[config.mk]
export PLATFORM = sky130hd
export DESIGN_NAME = inst_fetch_flat
export DESIGN_NICKNAME = d
export VERILOG_FILES = /design/src/rtl/inst_fetch_pkg.sv /design/src/rtl/inst_fetch_if.sv /design/src/rtl/inst_fetch_wait_timer.sv /design/src/rtl/inst_fetch.sv /design/src/flat_wrapper.sv
export SDC_FILE = /design/constraint.sdc
export NUM_CORES = 1
export LEC_CHECK = 0
export BUFFER_PORTS_ARGS = -buffer_cell sky130_fd_sc_hd__buf_2
export CORE_MARGIN = 2
export CORE_UTILIZATION = 52
export CTS_BUF_LIST = sky130_fd_sc_hd__clkbuf_16
export DETAILED_ROUTE_END_ITERATION = 8
export MAX_ROUTING_LAYER = met4
export PLACE_DENSITY = 0.76
export SYNTH_ARGS = -nofsm -noshare
export SYNTH_HDL_FRONTEND = slang
export SYNTH_SLANG_ARGS = --single-unit
[constraint.sdc]
create_clock -name clk -period 1.8 [get_ports clk]
set_input_delay 0.27 -clock clk [delete_from_list [all_inputs] [get_ports clk]]
set_output_delay 0.27 -clock clk [all_outputs]
set_load 0.01 [all_outputs]
[src/rtl/inst_fetch_pkg.sv]
// -----------------------------------------------------------------------------
// inst_fetch_pkg
// Shared CPU definitions used by the instruction-fetch block:
//   - INST_W / BYTE_W : instruction and memory byte widths
//   - fetch_state_t   : fetch FSM states (IDLE, READ)
//   - byte_idx_t      : index of a byte within an instruction word
//   - insert_byte()   : places byte k of a big-endian word (byte 0 -> [31:24])
// -----------------------------------------------------------------------------
package inst_fetch_pkg;

    localparam int INST_W = 32;
    localparam int BYTE_W = 8;

    typedef enum logic {
        IDLE = 1'b0,
        READ = 1'b1
    } fetch_state_t;

    typedef logic [1:0] byte_idx_t;

    // Big-endian byte lane insert: byte 0 is the most significant byte.
    function automatic logic [INST_W-1:0] insert_byte(
        input logic [INST_W-1:0] word,
        input byte_idx_t         idx,
        input logic [BYTE_W-1:0] b
    );
        logic [INST_W-1:0] r;
        r = word;
        case (idx)
            2'd0:    r[31:24] = b;
            2'd1:    r[23:16] = b;
            2'd2:    r[15:8]  = b;
            default: r[7:0]   = b;
        endcase
        return r;
    endfunction

endpackage

[src/rtl/inst_fetch_if.sv]
// -----------------------------------------------------------------------------
// inst_fetch_if
// Byte-wide, valid-qualified instruction-memory read port.
//   mem_rd    : read request (master -> memory)
//   mem_addr  : byte address of the current read (master -> memory)
//   mem_data  : read data, meaningful while mem_valid=1 (memory -> master)
//   mem_valid : read-data strobe (memory -> master)
// -----------------------------------------------------------------------------
interface inst_fetch_if;
    import inst_fetch_pkg::*;

    logic              mem_rd;
    logic [INST_W-1:0] mem_addr;
    logic [BYTE_W-1:0] mem_data;
    logic              mem_valid;

    modport master (
        output mem_rd,
        output mem_addr,
        input  mem_data,
        input  mem_valid
    );

    modport slave (
        input  mem_rd,
        input  mem_addr,
        output mem_data,
        output mem_valid
    );

endinterface

[src/rtl/inst_fetch_wait_timer.sv]
// -----------------------------------------------------------------------------
// fetch_wait_timer
// Counts stalled read cycles for the byte currently being fetched.
//   clk       : system clock
//   i_srst    : synchronous active-high reset
//   i_clear   : restart the count (takes priority over i_enable)
//   i_enable  : count one stalled cycle
//   o_expired : this is the TIMEOUT-th stalled cycle; if the memory still
//               does not answer now, the byte read is abandoned
// -----------------------------------------------------------------------------
module fetch_wait_timer #(
    parameter int TIMEOUT = 16
) (
    input  logic clk,
    input  logic i_srst,
    input  logic i_clear,
    input  logic i_enable,
    output logic o_expired
);

    logic [7:0] r_count;

    always_ff @(posedge clk) begin
        if (i_srst || i_clear) begin
            r_count <= 8'd0;
        end else if (i_enable) begin
            r_count <= r_count + 8'd1;
        end
    end

    // Flag one cycle early so mem_rd is high for exactly TIMEOUT cycles.
    assign o_expired = (r_count == 8'(TIMEOUT - 1));

endmodule

[src/rtl/inst_fetch.sv]
// -----------------------------------------------------------------------------
// inst_fetch
// Fetches a 32-bit instruction as four sequential byte reads, assembles it
// big-endian and commits it to the instruction register.
//   clk          : system clock
//   i_reset      : synchronous active-high reset
//   i_fetch_req  : start a fetch (only looked at while idle)
//   i_address    : instruction byte address, latched on accept
//   mem_if       : byte-wide instruction memory port (master side)
//   o_ir         : instruction register
//   o_fetch_done : one-cycle pulse, o_ir updated this cycle
//   o_fetch_err  : one-cycle pulse, fetch aborted (misaligned or timeout)
//   o_busy       : fetch in progress
// -----------------------------------------------------------------------------
module inst_fetch
    import inst_fetch_pkg::*;
#(
    parameter int TIMEOUT = 16
) (
    input  logic               clk,
    input  logic               i_reset,
    input  logic               i_fetch_req,
    input  logic [INST_W-1:0]  i_address,
    inst_fetch_if.master       mem_if,
    output logic [INST_W-1:0]  o_ir,
    output logic               o_fetch_done,
    output logic               o_fetch_err,
    output logic               o_busy
);

    fetch_state_t      r_state;
    fetch_state_t      w_state_next;
    logic [29:0]       r_base_word;   // base address without its (zero) low bits
    byte_idx_t         r_idx;
    logic [INST_W-1:0] r_shadow;
    logic [INST_W-1:0] r_ir;
    logic              r_done;
    logic              r_err;

    logic w_reading;
    logic w_accept;
    logic w_misalign;
    logic w_capture;
    logic w_last;
    logic w_expired;
    logic w_timeout;

    assign w_reading  = (r_state == READ);
    assign w_accept   = (r_state == IDLE) && i_fetch_req && (i_address[1:0] == 2'b00);
    assign w_misalign = (r_state == IDLE) && i_fetch_req && (i_address[1:0] != 2'b00);
    // mem_valid only counts while a read is actually being requested.
    assign w_capture  = w_reading && mem_if.mem_valid;
    assign w_last     = w_capture && (r_idx == 2'd3);
    assign w_timeout  = w_reading && !mem_if.mem_valid && w_expired;

    fetch_wait_timer #(
        .TIMEOUT (TIMEOUT)
    ) u_wait_timer (
        .clk       (clk),
        .i_srst    (i_reset),
        .i_clear   (!w_reading || w_capture),
        .i_enable  (w_reading && !mem_if.mem_valid),
        .o_expired (w_expired)
    );

    // State register
    always_ff @(posedge clk) begin
        if (i_reset) begin
            r_state <= IDLE;
        end else begin
            r_state <= w_state_next;
        end
    end

    // Next-state logic
    always_comb begin
        w_state_next = r_state;
        case (r_state)
            IDLE: if (w_accept)             w_state_next = READ;
            READ: if (w_last || w_timeout)  w_state_next = IDLE;
            default:                        w_state_next = IDLE;
        endcase
    end

    // Outputs decoded from state; the address is held until the byte lands.
    always_comb begin
        mem_if.mem_rd   = w_reading;
        mem_if.mem_addr = w_reading ? {r_base_word, r_idx} : '0;
        o_busy          = w_reading;
    end

    // Byte assembly, IR commit and completion pulses
    always_ff @(posedge clk) begin
        if (i_reset) begin
            r_base_word <= '0;
            r_idx       <= '0;
            r_shadow    <= '0;
            r_ir        <= '0;
            r_done      <= 1'b0;
            r_err       <= 1'b0;
        end else begin
            r_done <= w_last;
            r_err  <= w_misalign || w_timeout;
            if (w_accept) begin
                r_base_word <= i_address[31:2];
                r_idx       <= 2'd0;
                r_shadow    <= '0;
            end
            if (w_capture) begin
                r_shadow <= insert_byte(r_shadow, r_idx, mem_if.mem_data);
                if (!w_last) begin
                    r_idx <= r_idx + 2'd1;
                end
            end
            // IR only moves on a completed fetch, never mid-fetch.
            if (w_last) begin
                r_ir <= insert_byte(r_shadow, r_idx, mem_if.mem_data);
            end
        end
    end

    assign o_ir         = r_ir;
    assign o_fetch_done = r_done;
    assign o_fetch_err  = r_err;

endmodule

[src/flat_wrapper.sv]
// flat-port wrapper written by rule: the top's interface ports become plain ports
module inst_fetch_flat import inst_fetch_pkg::*;
#(
    parameter int TIMEOUT = 16
)
  (clk, i_reset, i_fetch_req, i_address, o_ir, o_fetch_done, o_fetch_err, o_busy, mem_if_mem_rd, mem_if_mem_addr, mem_if_mem_data, mem_if_mem_valid);
  inst_fetch_if mem_if_i ();
  input  logic clk;
  input  logic i_reset;
  input  logic i_fetch_req;
  input  logic [INST_W-1:0] i_address;
  output logic [INST_W-1:0] o_ir;
  output logic o_fetch_done;
  output logic o_fetch_err;
  output logic o_busy;
  output wire logic [$bits(mem_if_i.mem_rd)-1:0] mem_if_mem_rd;
  output wire logic [$bits(mem_if_i.mem_addr)-1:0] mem_if_mem_addr;
  input wire logic [$bits(mem_if_i.mem_data)-1:0] mem_if_mem_data;
  input wire logic [$bits(mem_if_i.mem_valid)-1:0] mem_if_mem_valid;
  assign mem_if_mem_rd = mem_if_i.mem_rd;
  assign mem_if_mem_addr = mem_if_i.mem_addr;
  assign mem_if_i.mem_data = mem_if_mem_data;
  assign mem_if_i.mem_valid = mem_if_mem_valid;
  inst_fetch #(.TIMEOUT(TIMEOUT)) u_core (.clk(clk), .i_reset(i_reset), .i_fetch_req(i_fetch_req), .i_address(i_address), .mem_if(mem_if_i), .o_ir(o_ir), .o_fetch_done(o_fetch_done), .o_fetch_err(o_fetch_err), .o_busy(o_busy));
endmodule
== Word level (Yosys, flattened, before mapping) ==
Index checks and enable logic that the tools add are counted.

* Register bits after elaboration: 107
* Bits of input ports: 44

* Add/sub/neg operators: 2
* Eq/ne operators: 4
* Muxes and demuxes: 13
* Bitwise operators: 1
* Reductions and logical operators: 18

{| class="wikitable"
|+ Operators with widths
! cell !! number
|-
| $mux 32 || 3
|-
| $mux 8 || 4
|-
| $add 8x1->8 const B || 1
|-
| $eq 8x4->1 const B || 1
|-
| $logic_and 1x1->1 || 7
|-
| $mux 2 || 3
|-
| $eq 2x2->1 const B || 2
|-
| $logic_not 2->1 || 2
|-
| $logic_or 1x1->1 || 4
|-
| $reduce_bool 2->1 || 2
|-
| $reduce_or 3->1 || 1
|-
| $add 2x1->2 const B || 1
|-
| $eq 2x1->1 const B || 1
|-
| $logic_not 1->1 || 2
|-
| $mux 1 || 2
|-
| $pmux 1 s2 || 1
|-
| $not 1->1 || 1
|}

== Logic depth before layout (Yosys ltp) ==
Gate-level depths: netlist of run 1.

* Word-level depth: 6
* Depth in mapped cells: 5
* Mapped depth without buffers: 4

== By module ==
A second synthesis of run 1 with hierarchy kept.

* Cell total of the unflattened synthesis: 497
* Area, all modules: 4,375.4 sq um

{| class="wikitable"
|+ By module, submodules not included
! module !! instances !! cells an instance !! area each (sq um)
|-
| inst_fetch || 1 || 457 || 4,017.6
|-
| fetch_wait_timer || 1 || 40 || 357.8
|}

== Least setup slack after synthesis of run 1 ==
No wires, ideal clock.

* Path kind: reg-to-reg
* Start: reg u_core.u_wait_timer.r_count[4]
* End: reg u_core.r_state, in the netlist u_core.mem_if.mem_rd
* Setup time: 0.116 ns
* Arrival time: 1.503 ns
* Required time: 1.684 ns
* Slack: 0.181 ns
* Stages on the path, launching flop included: 4
* Buffers on the path: 0
* Period minus slack after synthesis: 1.619 ns
* Cells stage by stage: dfxtp_1 -> or4_1 -> or4b_1 -> a41o_1

* Word-level cells in the longest chain between the ends: 5

{| class="wikitable"
|+ RTL lines
! item !! RTL line !! source
|-
| start: declaration || inst_fetch_wait_timer.sv:21 || <nowiki>logic [7:0] r_count;</nowiki>
|-
| start signal: assignment || inst_fetch_wait_timer.sv:27 || <nowiki>r_count <= r_count + 8'd1;</nowiki>
|-
| $eq 8x4->1 || inst_fetch_wait_timer.sv:32 || <nowiki>assign o_expired = (r_count == 8'(TIMEOUT - 1));</nowiki>
|-
| $logic_and 1x1->1 || inst_fetch.sv:54 || <nowiki>assign w_timeout = w_reading && !mem_if.mem_valid && w_expired;</nowiki>
|-
| $logic_or 1x1->1 || inst_fetch.sv:80 || <nowiki>READ: if (w_last || w_timeout) w_state_next = IDLE;</nowiki>
|-
| $mux 1 || inst_fetch.sv:80 ||
|-
| $pmux 1 s2 || inst_fetch.sv:78 || <nowiki>case (r_state)</nowiki>
|-
| end signal: assignment || inst_fetch.sv:71 || <nowiki>r_state <= w_state_next;</nowiki>
|-
| end: declaration || inst_fetch.sv:31 || <nowiki>fetch_state_t r_state;</nowiki>
|}

No other way between the ends.
A chain may end at the register's enable or synchronous reset.

== Final worst setup path of run 1 ==
Ends and elaborated chain as after synthesis.

==> qor.csv, run 1 <==
metric,value,unit
Avg Vias per Cell,5.274,
GRT overflow,0,
WL/cell,14.76,um
crit path DAT,1.97,ns
final antenna-violating net count,0,
setup bufs post-CTS,0,
Max clock buf depth,2,
part of the cycle the worst path needs,96.30,%
worst-path cell with the longest stage delay,or4b_1,
Crit Path Category,flip-flop to flip-flop,
skew final,0.005240,ns
Synth warnings,0,
initial antenna violation count,0,
DRT Wirelength,10460,um
number of global-route vias before repair,3587,
# H-tree levels,3,
RSZ-0062 raised after global routing,false,
Crit path largest cell delay,0.52,ns
row cnt,33,
final instance area,0.005298,mm2
Max-slew headroom,76.98,%
ranking of synthesized cells by area,"dfxtp_1 50%, nand2_1 9.6%, mux2i_1 7.4%, o32ai_1 5.7%, and2_1 4.8%",
Core Area,0.008134,mm2
Syn Inst Count,494,
initial DRC count,224,
number of synthesized register bits,107,
routed via count,3739,
leakage power,2.179,nW
CP Launch Type,flip-flop,
Tot GR Track Use,24.34,%
run status,completed,
worst hold slack,0.1477,ns
Post-DP HPWL,7171,um
final hold violations,0,
Top delay family on crit path,simple AND/OR/NAND/NOR gates,
crit-path max FO,4,
Yosys top cell by area,dfxtp_1,
Die Ht,95.14,um
"Hold-fix buffers, CTS",0,
Fill cells,659,
area of the multi-input gates,0.001929,mm2
fin. max-slew vios,0,
min Tclk post-route,1.733,ns
clk root buf,clkbuf_16,
DRC,0,
largest net degree at the start of global routing,34,
# IOs,112,
First-pass DRT Iterations,4,
Total Nets Final,649,
Synth top area share,49.59,%
port bufs,111,
Max Cap Viol,0,
"EDFF count, synth",0,
post_cts resized,0,
global-route wire length before repair,16660,um
Layout area overhead,22.65,%
Reg area,0.002142,mm2
CP endpoint kind,flip-flop,
Worst-Skew Late Latency,0.34,ns
CTS sink cnt,107,
Die ar.,0.009051,mm2
DP Area,0.005000,mm2
n_diodes,0,
Post-synth ARST share,0,%
Clock Pin Slew Worst Setup and Hold Paths,0.07,ns
Post-synth top cells,"111 x nand2_1, 107 x dfxtp_1, 36 x a21oi_1, 36 x o21ai_1, 33 x and2_1",
share of cells above drive strength 1,24.50,%
CTS tree,done,
dominant synthesized flop cell,dfxtp_1,
library cells used by synthesis,32,
Routability Congestion,0.8519,
Worst EP required,2.04,ns
post-synthesis sequential area ratio,49.59,%
Hold Crit Class,primary input to flip-flop,
Die Width,95.14,um
Sum Neg Setup Slack,0,ns
cell area after synthesis,0.004319,mm2
average cell area after synthesis,8.743,um2
Pwr per Cell Area,880.1,mW/mm2
"count leader, synth",nand2_1,
initial core utilization,53.10,%
Final setup viols,0,
WP buf/inv,0,
syn_nets,544,
VDD IR-drop max,422.2,uV
Worst Max-Slew Pin Slew,0.3438,ns
max frequency,0.5769,GHz
CTS Buf Count,9,
crit path cell chain,or4_1 > or4b_1 > a41o_1,
==> cell type report <==
class                           count  area share [%]
Timing Repair Buffer              125           12.78
Clock buffer                        9           4.251
Sequential cell                   107           40.43
Clock inverter                      7           1.299
Multi-Input combinational cell    323           36.42
Tap cell                          105           2.480
Inverter                           33           2.338
==> flip-flops by register name, indices dropped and copies added, names as in the netlist <==
name / count
u_core.mem_if.mem_rd: 1
u_core.o_fetch_done: 1
u_core.o_fetch_err: 1
u_core.o_ir: 32
u_core.r_base_word: 30
u_core.r_idx: 2
u_core.r_shadow: 32
u_core.u_wait_timer.r_count: 8
==> stage by stage <==
step	cells	utilization (%)	setup WS [ns]	power, mW
6_report	709	65.13	0.06659	4.663
3_3_place_gp	693	61.47	0.1536	2.740
4_1_cts	709	65.08	0.06984	4.675
5_1_grt	709	65.13	0.02802	4.812
3_5_place_dp	693	61.47	0.1122	2.748
2_1_floorplan	494	-	0.1812	2.624
==> metal layers <==
layer	GRT usage [%]	up-vias	share of wire, %
met5	-	-	0
met4	10.51	0	2.2
met3	4.348	26	4.7
met2	40.67	105	50
met1	28.81	1723	43
li1	-	1885	-
==> path summary, 6_finish.rpt <==
check,start,end,slack [ns],cells after the start
max,u_core.u_wait_timer.r_count[4]$_SDFFE_PP0P_,u_core.mem_if.mem_rd$_SDFF_PP0_,0.07,3
min,i_reset,u_core.r_idx[1]$_SDFF_PP0_,0.15,2
max reg2reg,u_core.u_wait_timer.r_count[4]$_SDFFE_PP0P_,u_core.mem_if.mem_rd$_SDFF_PP0_,0.07,3
min reg2reg,u_core.o_ir[9]$_SDFFE_PP0P_,u_core.o_ir[9]$_SDFFE_PP0P_,0.44,2
==> placed cells by master, fill, tap and decap left out, types with 3 or more instances in the layout <==
cell type	synthesis	routed
a21oi_1	36	36
and2_1	33	33
buf_2	0	111
buf_4	2	12
clkbuf_16	0	9
dfxtp_1	107	107
ha_1	6	6
inv_1	31	32
mux2_2	4	4
mux2i_1	32	32
nand2_1	111	111
nand3_1	7	7
nor2_1	5	5
o21ai_0	3	3
o21ai_1	36	36
o32ai_1	28	28
or3_1	3	3
==> power breakdown <==
part	total (mW)	switching, mW	leakage [nW]	internal, mW
registers	2.41	0.0162	0.864	2.40
clock network	1.97	0.888	0.149	1.08
logic	0.284	0.177	1.17	0.107
total	4.66	1.08	2.18	3.58
==> kinds of logic (layout without fill, tap and decap cells) <==
kind of cell / count (synthesis) / count (layout) / share of synthesized area [%]
buf+inv: 64 / 174 / 6.083
mux: 36 / 36 / 8.459
simple gates: 170 / 170 / 18.25
flops: 107 / 107 / 49.59
fa+ha+maj: 6 / 6 / 1.738
xor+xnor: 3 / 3 / 0.6085
compound gates: 108 / 108 / 15.27
Note: power is estimated with default switching activity, not from simulation.
==> run 2, diff against run 1 <==
CORE_ASPECT_RATIO = 1.4   (was unset)
==> run 2 against run 1 <==
Critical path depth unchanged. Sequential share of layout area increased by 0.067 points. Flip-flop and latch count unchanged. Count of clock-buffer cells in the layout unchanged. Combinational power about the same. Total power decreased by 1.4%. Core utilization increased by 0.16 points. Non-clock buffer count increased by 1. Global-route usage decreased by 0.49 points.
==> qor.csv, run 2 (synthesized netlist as in run 1, its figures left out) <==
metric,value,unit,change
Clock Pin Slew Worst Setup and Hold Paths,0.07,ns,about the same
max frequency,0.5892,GHz,+2.1%
initial antenna violation count,0,,unchanged
Die Width,81.03,um,-15%
min Tclk post-route,1.697,ns,-0.03610 ns
VDD IR-drop max,527.3,uV,+25%
Crit Path Category,flip-flop to flip-flop,,
most frequent cells in the layout,"111 x nand2_1, 111 x buf_2, 107 x dfxtp_1, 36 x o21ai_1, 36 x a21oi_1",,
First-pass DRT Iterations,5,,+1
Total Nets Final,650,,+0.15%
worst-path cell with the longest stage delay,or4_1,,
crit path cell chain,or4_1 > or4b_1 > a41o_1,,
Die ar.,0.009061,mm2,+0.12%
routed via count,3794,,+1.5%
Post-DP HPWL,7149,um,-0.30%
Max Cap Viol,0,,unchanged
Max-slew headroom,76.19,%,-0.80 points
run status,completed,,
Sum Neg Setup Slack,0,ns,unchanged
leakage power,2.178,nW,about the same
area of the multi-input gates,0.001929,mm2,unchanged
CP Launch Type,flip-flop,,
# H-tree levels,3,,unchanged
initial DRC count,214,,-4.5%
Worst Max-Slew Pin Slew,0.3572,ns,+0.01343 ns
part of the cycle the worst path needs,94.29,%,-2.0 points
setup bufs post-CTS,0,,unchanged
Fill cells,721,,+9.4%
Reg area,0.002142,mm2,unchanged
Avg Vias per Cell,5.366,,+1.8%
# IOs,112,,unchanged
WP buf/inv,0,,unchanged
CP endpoint kind,flip-flop,,
crit path DAT,1.94,ns,-0.03 ns
WL/cell,14.37,um,-2.6%
n_diodes,0,,unchanged
row cnt,39,,+18%
share of cells above drive strength 1,24.63,%,+0.12 points
"Hold-fix buffers, CTS",0,,unchanged
Top delay family on crit path,simple AND/OR/NAND/NOR gates,,
Final setup viols,0,,unchanged
RSZ-0062 raised after global routing,false,,
Crit path largest cell delay,0.52,ns,about the same
Util after Layout,65.29,%,+0.16 points
fin. max-slew vios,0,,unchanged
global-route wire length before repair,16470,um,-1.2%
CTS sink cnt,107,,unchanged
Max clock buf depth,2,,unchanged
Worst EP required,2.04,ns,about the same
Die Ht,111.8,um,+18%
Hold Crit Class,primary input to flip-flop,,
DRT Wirelength,10160,um,-2.9%
CTS tree,done,,
crit-path max FO,3,,-1
port bufs,111,,unchanged
Worst-Skew Late Latency,0.35,ns,about the same
Core Area,0.008100,mm2,-0.42%
GRT overflow,0,,unchanged
final antenna-violating net count,0,,unchanged
Tot GR Track Use,23.85,%,-0.49 points
Layout area overhead,22.45,%,
largest net degree at the start of global routing,35,,+2.9%
number of global-route vias before repair,3540,,-1.3%
final hold violations,0,,unchanged
initial core utilization,53.32,%,+0.22 points
Routability Congestion,0.8628,,+1.3%
CTS Buf Count,9,,unchanged
clk root buf,clkbuf_16,,
skew final,0.01002,ns,+0.004777 ns
post_cts resized,0,,unchanged
Pwr per Cell Area,868.8,mW/mm2,-1.3%
DRC,0,,unchanged
## run 2: changes by cell type in the layout (fill, tap and decap cells not counted)
| cell | delta |
|---|---|
| inv_6 | -1 |
| clkinv_4 | -2 |
| clkinv_2 | +2 |
| buf_4 | +2 |
| buf_6 | -1 |
| clkinvlp_4 | +1 |
## run 2: routing by layer
| metal | global-route usage [%] | share of wire, % | vias up |
|---|---|---|---|
| met3 | 4.700 | 5.6 | 17 |
| met2 | 37.63 | 51 | 128 |
| li1 | - | - | 1880 |
| met1 | 28.47 | 41 | 1769 |
| met4 | 12.20 | 2.1 | 0 |
| met5 | - | 0 | - |
## run 2: where the power goes
group / total, mW / leakage, nW / switching, mW / internal (mW)
clock network: 1.90 / 0.144 / 0.836 / 1.06
registers: 2.41 / 0.864 / 0.0166 / 2.40
logic: 0.285 / 1.17 / 0.178 / 0.107
total: 4.60 / 2.18 / 1.03 / 3.56
## run 2: final timing paths
path | start | endpoint | slack, ns | depth (start not counted)
max reg2reg | u_core.u_wait_timer.r_count[7]$_SDFFE_PP0P_ | u_core.mem_if.mem_rd$_SDFF_PP0_ | 0.10 | 3
max | u_core.u_wait_timer.r_count[7]$_SDFFE_PP0P_ | u_core.mem_if.mem_rd$_SDFF_PP0_ | 0.10 | 3
min | i_address[15] | u_core.r_base_word[13]$_SDFFE_PP0P_ | 0.15 | 3
min reg2reg | u_core.o_ir[26]$_SDFFE_PP0P_ | u_core.o_ir[26]$_SDFFE_PP0P_ | 0.44 | 2
## run 2: through the flow
step                power, mW  cells  instance area, um2  setup slack, ns  hold slack [ns]
floorplan               2.624    494                4319           0.1812           0.4060
global placement        2.743    691                5004           0.1396           0.4284
detailed placement      2.751    691                5004          0.09733           0.4365
CTS                     4.630    707                5289          0.08868           0.1498
global route            4.747    707                5289          0.03420           0.1515
finish                  4.595    707                5289           0.1027           0.1499
## run 2: layout make-up
cell class	count	share of cell area (%)
flip-flops and latches	107	40.50
multi-input cells	323	36.48
repair buffers	126	12.87
clock buffers	9	4.258
well taps	102	2.413
inverters	33	2.342
clock inverters	7	1.136
## run 2: worst min-delay path, delay by kind of cell
kind	cells	cell delay [ns]
compound gates	1	0.05
buf+inv	1	0.09
simple gates	1	0.04
